$ cat src/rtl/branch_predictor.sv
// Direct-mapped BTB with 2-bit counters: predicts for the fetch PC, trains on resolved
// EX outcomes, and issues a registered one-cycle redirect on a mispredict.
module branch_predictor #(
    parameter  int XLEN       = 32,
    parameter  int ENTRIES    = 16,
    localparam int INDEX_BITS = $clog2(ENTRIES)
) (
    input  logic            clk,
    input  logic            rst,
    input  logic [XLEN-1:0] fetch_pc,
    output logic            pred_taken,
    output logic [XLEN-1:0] pred_target,
    input  logic            ex_valid,
    input  logic            ex_is_branch,
    input  logic            ex_is_jump,
    input  logic [XLEN-1:0] ex_pc,
    input  logic            ex_taken,
    input  logic [XLEN-1:0] ex_target,
    input  logic            ex_pred_taken,
    input  logic [XLEN-1:0] ex_pred_target,
    output logic            redirect_valid,
    output logic [XLEN-1:0] redirect_pc,
    output logic [31:0]     branch_count,
    output logic [31:0]     mispredict_count
);
    localparam int TAG_W = XLEN - INDEX_BITS - 2;

    typedef struct packed {
        logic             valid;
        logic [TAG_W-1:0] tag;
        logic [XLEN-1:0]  target;
        logic [1:0]       ctr;
        logic             jmp;
    } entry_t;

    entry_t                  btb_q [ENTRIES];
    entry_t                  wr_d;
    logic                    wr_en;
    logic                    redirect_valid_q, redirect_valid_d;
    logic [XLEN-1:0]         redirect_pc_q, redirect_pc_d;
    logic [31:0]             branch_cnt_q, branch_cnt_d;
    logic [31:0]             mispred_cnt_q, mispred_cnt_d;

    logic [INDEX_BITS-1:0]   f_idx, ex_idx;
    logic [TAG_W-1:0]        f_tag, ex_tag;
    entry_t                  f_ent, ex_ent;
    logic                    f_hit, ex_hit, resolve, is_cf, mispredict;
    logic                    unused_lsbs;

    assign unused_lsbs = ^{fetch_pc[1:0], ex_pc[1:0]};

    // Fetch lookup reads pre-edge table state only.
    assign f_idx       = fetch_pc[INDEX_BITS+1:2];
    assign f_tag       = fetch_pc[XLEN-1:INDEX_BITS+2];
    assign f_ent       = btb_q[f_idx];
    assign f_hit       = f_ent.valid && (f_ent.tag == f_tag);
    assign pred_taken  = f_hit && (f_ent.jmp || f_ent.ctr[1]);
    assign pred_target = pred_taken ? f_ent.target : fetch_pc + XLEN'(4);

    assign ex_idx  = ex_pc[INDEX_BITS+1:2];
    assign ex_tag  = ex_pc[XLEN-1:INDEX_BITS+2];
    assign ex_ent  = btb_q[ex_idx];
    assign ex_hit  = ex_ent.valid && (ex_ent.tag == ex_tag);
    // The instruction in EX during a redirect cycle is wrong-path and is ignored.
    assign resolve = ex_valid && !redirect_valid_q;
    assign is_cf   = ex_is_branch || ex_is_jump;

    always_comb begin
        wr_en = 1'b0;
        wr_d  = ex_ent;
        if (resolve) begin
            if (is_cf) begin
                if (ex_hit) begin
                    wr_en = 1'b1;
                    if (ex_is_jump) begin
                        wr_d.target = ex_target;
                    end else if (ex_taken) begin
                        wr_d.target = ex_target;
                        if (ex_ent.ctr != 2'b11) wr_d.ctr = ex_ent.ctr + 2'd1;
                    end else if (ex_ent.ctr != 2'b00) begin
                        wr_d.ctr = ex_ent.ctr - 2'd1;
                    end
                end else if (ex_taken) begin
                    wr_en = 1'b1;
                    wr_d  = '{valid: 1'b1, tag: ex_tag, target: ex_target,
                              ctr: 2'b10, jmp: ex_is_jump};
                end
            end else if (ex_pred_taken && ex_hit) begin
                wr_en       = 1'b1;
                wr_d.valid  = 1'b0;
            end
        end
    end

    always_comb begin
        mispredict = 1'b0;
        if (resolve) begin
            if (is_cf)
                mispredict = (ex_taken != ex_pred_taken) ||
                             (ex_taken && (ex_target != ex_pred_target));
            else
                mispredict = ex_pred_taken;
        end
        redirect_valid_d = mispredict;
        redirect_pc_d    = redirect_pc_q;
        if (mispredict)
            redirect_pc_d = (is_cf && ex_taken) ? ex_target : ex_pc + XLEN'(4);
        branch_cnt_d  = branch_cnt_q;
        mispred_cnt_d = mispred_cnt_q;
        if (resolve && is_cf && branch_cnt_q != 32'hFFFF_FFFF)
            branch_cnt_d = branch_cnt_q + 32'd1;
        if (mispredict && mispred_cnt_q != 32'hFFFF_FFFF)
            mispred_cnt_d = mispred_cnt_q + 32'd1;
    end

    always_ff @(posedge clk) begin
        if (rst) begin
            for (int i = 0; i < ENTRIES; i++) btb_q[i] <= '0;
            redirect_valid_q <= 1'b0;
            redirect_pc_q    <= '0;
            branch_cnt_q     <= '0;
            mispred_cnt_q    <= '0;
        end else begin
            if (wr_en) btb_q[ex_idx] <= wr_d;
            redirect_valid_q <= redirect_valid_d;
            redirect_pc_q    <= redirect_pc_d;
            branch_cnt_q     <= branch_cnt_d;
            mispred_cnt_q    <= mispred_cnt_d;
        end
    end

    assign redirect_valid   = redirect_valid_q;
    assign redirect_pc      = redirect_pc_q;
    assign branch_count     = branch_cnt_q;
    assign mispredict_count = mispred_cnt_q;
endmodule

$ cat config.mk
export PLATFORM = sky130hd
export DESIGN_NAME = branch_predictor
export DESIGN_NICKNAME = d
export VERILOG_FILES = /design/src/rtl/branch_predictor.sv
export SDC_FILE = /design/constraint.sdc
export NUM_CORES = 2
export LEC_CHECK = 0
export CAP_MARGIN = 15
export CORE_ASPECT_RATIO = 0.7
export CORE_UTILIZATION = 45
export DETAILED_ROUTE_END_ITERATION = 8
export PLACE_DENSITY_LB_ADDON = 0.1
export SYNTH_ARGS = -nofsm -noshare
export SYNTH_HDL_FRONTEND = slang
export SYNTH_SLANG_ARGS = --single-unit
$ cat constraint.sdc
create_clock -name clk -period 13.4 [get_ports clk]
set_input_delay 4.02 -clock clk [delete_from_list [all_inputs] [get_ports clk]]
set_output_delay 4.02 -clock clk [all_outputs]
set_load 0.01 [all_outputs]
==> impl_results.md <==
* Outcome: complete, no violations
* Total Wirelength at 228 mm
* Setup total negative slack at 0 ns
* Level count of the clock H-tree at 3
* Sequential cell area fraction in the yosys report at 53.4%
* Number of register bits inferred by synthesis at 1089
* Maximum VDD drop at 0.000124 V
* Share of flip-flops with an asynchronous set or reset at 0%
* Count of fill cells added during filler insertion at 11100
* Cell leakage power at 22.4 nW
* Post-synthesis cell area at 59500 µm²
* Post-CTS Setup Repair Bufs at 0
* Final-report max-slew violation count at 0
* Cell taking the most area after synthesis: sky130_fd_sc_hd__edfxtp_1
* Clock network power share at 38.9%
* Combinational share of power at 14.3%
* Number of buffers created by CTS at 107
* Largest fanout of any net on the critical path at 103
* Average cell area after synthesis at 13.9 µm²
* Internal power at 6.08 mW
* Area of the die at 134000 µm²
* Clock Root Buffer: sky130_fd_sc_hd__clkbuf_16
* Via count of the first global-routing pass at 40200
* Insertion delay of the later-clocked pin in the worst-skew pair at 0.75 ns
* Data required, critical path at 9.38 ns
* CP endpoint kind: output port
* Worst clock skew at 0.0305 ns
* Power per cell area at 124 nW/µm²
* Final HPWL DP at 137 mm
* Number of warnings reported in the yosys synthesis log at 0
* Residual overflow from global routing at 0
* Post-CTS Hold Fix Bufs at 0
* Number of antenna violations at the first check in global routing at 5
* Ports placed on the boundary at 265
* Power dissipated by switching net loads at 2.23 mW
* Nets at 4527
* Placeable core region at 131000 µm²
* Maximum clock rate at 79.4 MHz
* Switching part of the total power at 26.9%
* Endpoint arrival time on the critical path at 8.58 ns
* Final critical-path required period at 12.60 ns
* Critical setup path kind: in2out
* ANT nets after route at 0
* Share of the core filled with cells in the final layout at 51.3%
* Kind of launch point of the worst setup path: input pin
* Gp weighted congestion at 0.993
* Vias/cell at 6.74
* Most common flop cell mapped by yosys: sky130_fd_sc_hd__edfxtp_1
* Unrepaired setup endpoints after global routing: false
* Post-placement setup slack at 0.890 ns
* Worst Tran Pin Value at 1.19 ns
* Clock input transition at the sequential cells of the worst setup and hold paths at 0.06 ns
* Clock Path Buffers at 3
* Number of failing hold endpoints at the final stage at 0
* Cell count after synthesis at 4266
* CTS tree: yes
* Chip width at 436 µm
* Share of power burned in registers at 46.7%
* Largest net degree at the start of global routing at 104
* TritonRoute pass-1 iters at 6
* Biggest area contributors in the synthesized netlist: sky130_fd_sc_hd__edfxtp_1, sky130_fd_sc_hd__mux4_2, sky130_fd_sc_hd__nor2_1
* Portion of synthesized cell area occupied by the leading cell type at 50.1%
* Final clock period utilization by the worst path at 94.0%
* Synthesis-to-finish area growth at 13.1%
* Standard-cell row count at 111
* Die outline height at 306 µm
* Initial cell density of the core at 45.4%
* WL per Instance at 36.6 µm
* Post-synth cell types at 74
* Worst setup slack after layout at 0.802 ns
* TritonCTS Sinks at 1089
* Port bufs at 264
* Setup-violating endpoint count in the final report at 0
* Slew HR at 21.0%
* Wire length of the first global-routing pass at 318 mm
* Area of the multi-input gates at 25500 µm²
* Proportion of layout cells with a drive suffix above 1 at 25.6%
* Via total after detailed routing at 42000
* Path type of the worst min-delay path: reg2reg
* Post-route DRC at 0
* Number of cells upsized or downsized after cts at 0
* DRC violation total after the first TritonRoute iteration at 6302
* Tot GR Track Use at 33.9%
* Net count after synthesis at 4408
* Number of enable-type register cells in the synthesized netlist at 992
* Sequential cell area in the final layout at 31700 µm²
* Max-capacitance violation count at 0
==> cell usage in the layout, fill, tap and decap left out, types with 75 or more instances in the layout <==
cell type | Yosys | routed
sky130_fd_sc_hd__edfxtp_1 | 992 | 992
sky130_fd_sc_hd__nor2_1 | 576 | 573
sky130_fd_sc_hd__mux4_2 | 525 | 525
sky130_fd_sc_hd__a21oi_1 | 413 | 411
sky130_fd_sc_hd__clkdlybuf4s50_1 | 0 | 255
sky130_fd_sc_hd__nand2_1 | 173 | 173
sky130_fd_sc_hd__a21oi_2 | 161 | 161
sky130_fd_sc_hd__buf_4 | 23 | 142
sky130_fd_sc_hd__clkbuf_16 | 0 | 110
sky130_fd_sc_hd__xor2_1 | 108 | 108
sky130_fd_sc_hd__mux2i_1 | 108 | 107
sky130_fd_sc_hd__dfxtp_1 | 97 | 97
sky130_fd_sc_hd__o21ai_0 | 78 | 77
sky130_fd_sc_hd__nand3_1 | 78 | 77
sky130_fd_sc_hd__xnor2_1 | 75 | 75
==> cell usage after synthesis (7+ instances only) <==
cell                       count
sky130_fd_sc_hd__o211ai_1      9
sky130_fd_sc_hd__buf_6        71
sky130_fd_sc_hd__nand3_1      78
sky130_fd_sc_hd__nand4_1      31
sky130_fd_sc_hd__a211oi_1     12
sky130_fd_sc_hd__clkbuf_1    157
sky130_fd_sc_hd__buf_2       113
sky130_fd_sc_hd__mux2_2       10
sky130_fd_sc_hd__mux4_2      525
sky130_fd_sc_hd__o22ai_1       8
sky130_fd_sc_hd__o21ai_0      78
sky130_fd_sc_hd__and3_1       26
sky130_fd_sc_hd__buf_1        41
sky130_fd_sc_hd__xor2_1      108
sky130_fd_sc_hd__buf_4        23
sky130_fd_sc_hd__ha_1          7
sky130_fd_sc_hd__a211o_1      20
sky130_fd_sc_hd__nand2b_1     17
sky130_fd_sc_hd__mux2i_1     108
sky130_fd_sc_hd__or3_1        23
sky130_fd_sc_hd__nor2b_1       7
sky130_fd_sc_hd__a21oi_2     161
sky130_fd_sc_hd__a31oi_1      10
sky130_fd_sc_hd__o21ai_1      23
sky130_fd_sc_hd__nor2_1      576
sky130_fd_sc_hd__o21ai_2      10
sky130_fd_sc_hd__inv_1        30
sky130_fd_sc_hd__nor3_1       24
sky130_fd_sc_hd__nor4_1       16
sky130_fd_sc_hd__edfxtp_1    992
sky130_fd_sc_hd__a22o_1       14
sky130_fd_sc_hd__mux2i_4      20
sky130_fd_sc_hd__a22oi_1      37
sky130_fd_sc_hd__nand4_4      10
sky130_fd_sc_hd__a21oi_1     413
sky130_fd_sc_hd__dfxtp_1      97
sky130_fd_sc_hd__xnor2_1      75
sky130_fd_sc_hd__nand2_1     173
sky130_fd_sc_hd__nor2_2       37
==> power groups by stage <==
stage	combinational [mW]	clock [mW]	sequential, mW
3_5_place_dp	1.16	0	3.95
3_3_place_gp	1.16	0	3.95
4_1_cts	1.17	3.25	3.88
2_1_floorplan	0.707	0	3.94
5_1_grt	1.22	3.37	3.90
6_report	1.19	3.24	3.88
==> worst max-delay path, stage by stage <==
cell and delay [ns]:
sky130_fd_sc_hd__buf_8 0.59, sky130_fd_sc_hd__mux4_2 0.42, sky130_fd_sc_hd__mux4_2 0.53, sky130_fd_sc_hd__xnor2_1 0.24, sky130_fd_sc_hd__nand4_1 0.17, sky130_fd_sc_hd__nor4_1 0.40
sky130_fd_sc_hd__nand3_1 0.38, sky130_fd_sc_hd__nor2_4 0.27, sky130_fd_sc_hd__buf_4 0.36, sky130_fd_sc_hd__mux2_2 0.38, sky130_fd_sc_hd__clkdlybuf4s50_1 0.52
==> path summary, 6_finish.rpt <==
kind | startpoint | to | slack, ns | cells past startpoint
setup / recovery | fetch_pc[3] | pred_target[0] | 0.80 | 11
hold / removal | redirect_pc[4]$_SDFFE_PP0P_ | redirect_pc[4]$_SDFFE_PP0P_ | 0.46 | 2
setup reg to reg | btb_q[6][40]$_SDFFCE_PN0P_ | btb_q[10][27]$_SDFFCE_PN0P_ | 6.88 | 11
hold reg to reg | redirect_pc[4]$_SDFFE_PP0P_ | redirect_pc[4]$_SDFFE_PP0P_ | 0.46 | 2
==> cell families (layout without fill, tap and decap cells) <==
logic type / after synthesis / after routing / synth area share [%]
AO/OA/AOI/OAI: 830 / 830 / 8.81
other: 0 / 1 / 0
multiplexers: 667 / 667 / 22.8
flip-flops: 1089 / 1089 / 53.4
buffers and inverters: 441 / 650 / 4.13
XOR/XNOR: 183 / 183 / 2.70
adder cells (fa/ha/maj): 8 / 8 / 0.164
AND/OR/NAND/NOR: 1048 / 1048 / 8.02
==> stage by stage <==
stage / area (µm²) / cells / power (mW) / hold slack [ns]
2_1_floorplan: 59500 / 4266 / 4.65 / 0.476
3_3_place_gp: 63600 / 6026 / 5.11 / 0.442
3_5_place_dp: 63600 / 6026 / 5.11 / 0.446
4_1_cts: 67200 / 6225 / 8.30 / 0.456
5_1_grt: 67200 / 6227 / 8.49 / 0.469
6_report: 67200 / 6227 / 8.31 / 0.455
==> layer usage <==
| metal | global-route usage [%] | share of wire (%) |
|---|---|---|
| met4 | 14.6 | 5.0 |
| met3 | 8.97 | 12 |
| met2 | 49.7 | 44 |
| met5 | 0 | 0.0057 |
| met1 | 47.6 | 39 |
==> state kept, by name, indices dropped and copies added (netlist names) <==
signal            flops
btb_q               992
redirect_valid        1
mispredict_count     32
branch_count         32
redirect_pc          32
==> cell type report <==
cell class | count | area share (%)
Antenna cell | 1 | 0.00372
Clock buffer | 135 | 4.38
Clock inverter | 64 | 1.03
Inverter | 32 | 0.182
Multi-Input combinational cell | 2736 | 38.0
Sequential cell | 1089 | 47.2
Tap cell | 1751 | 3.26
Timing Repair Buffer | 419 | 5.97
Power figures use the tool's default switching activity.
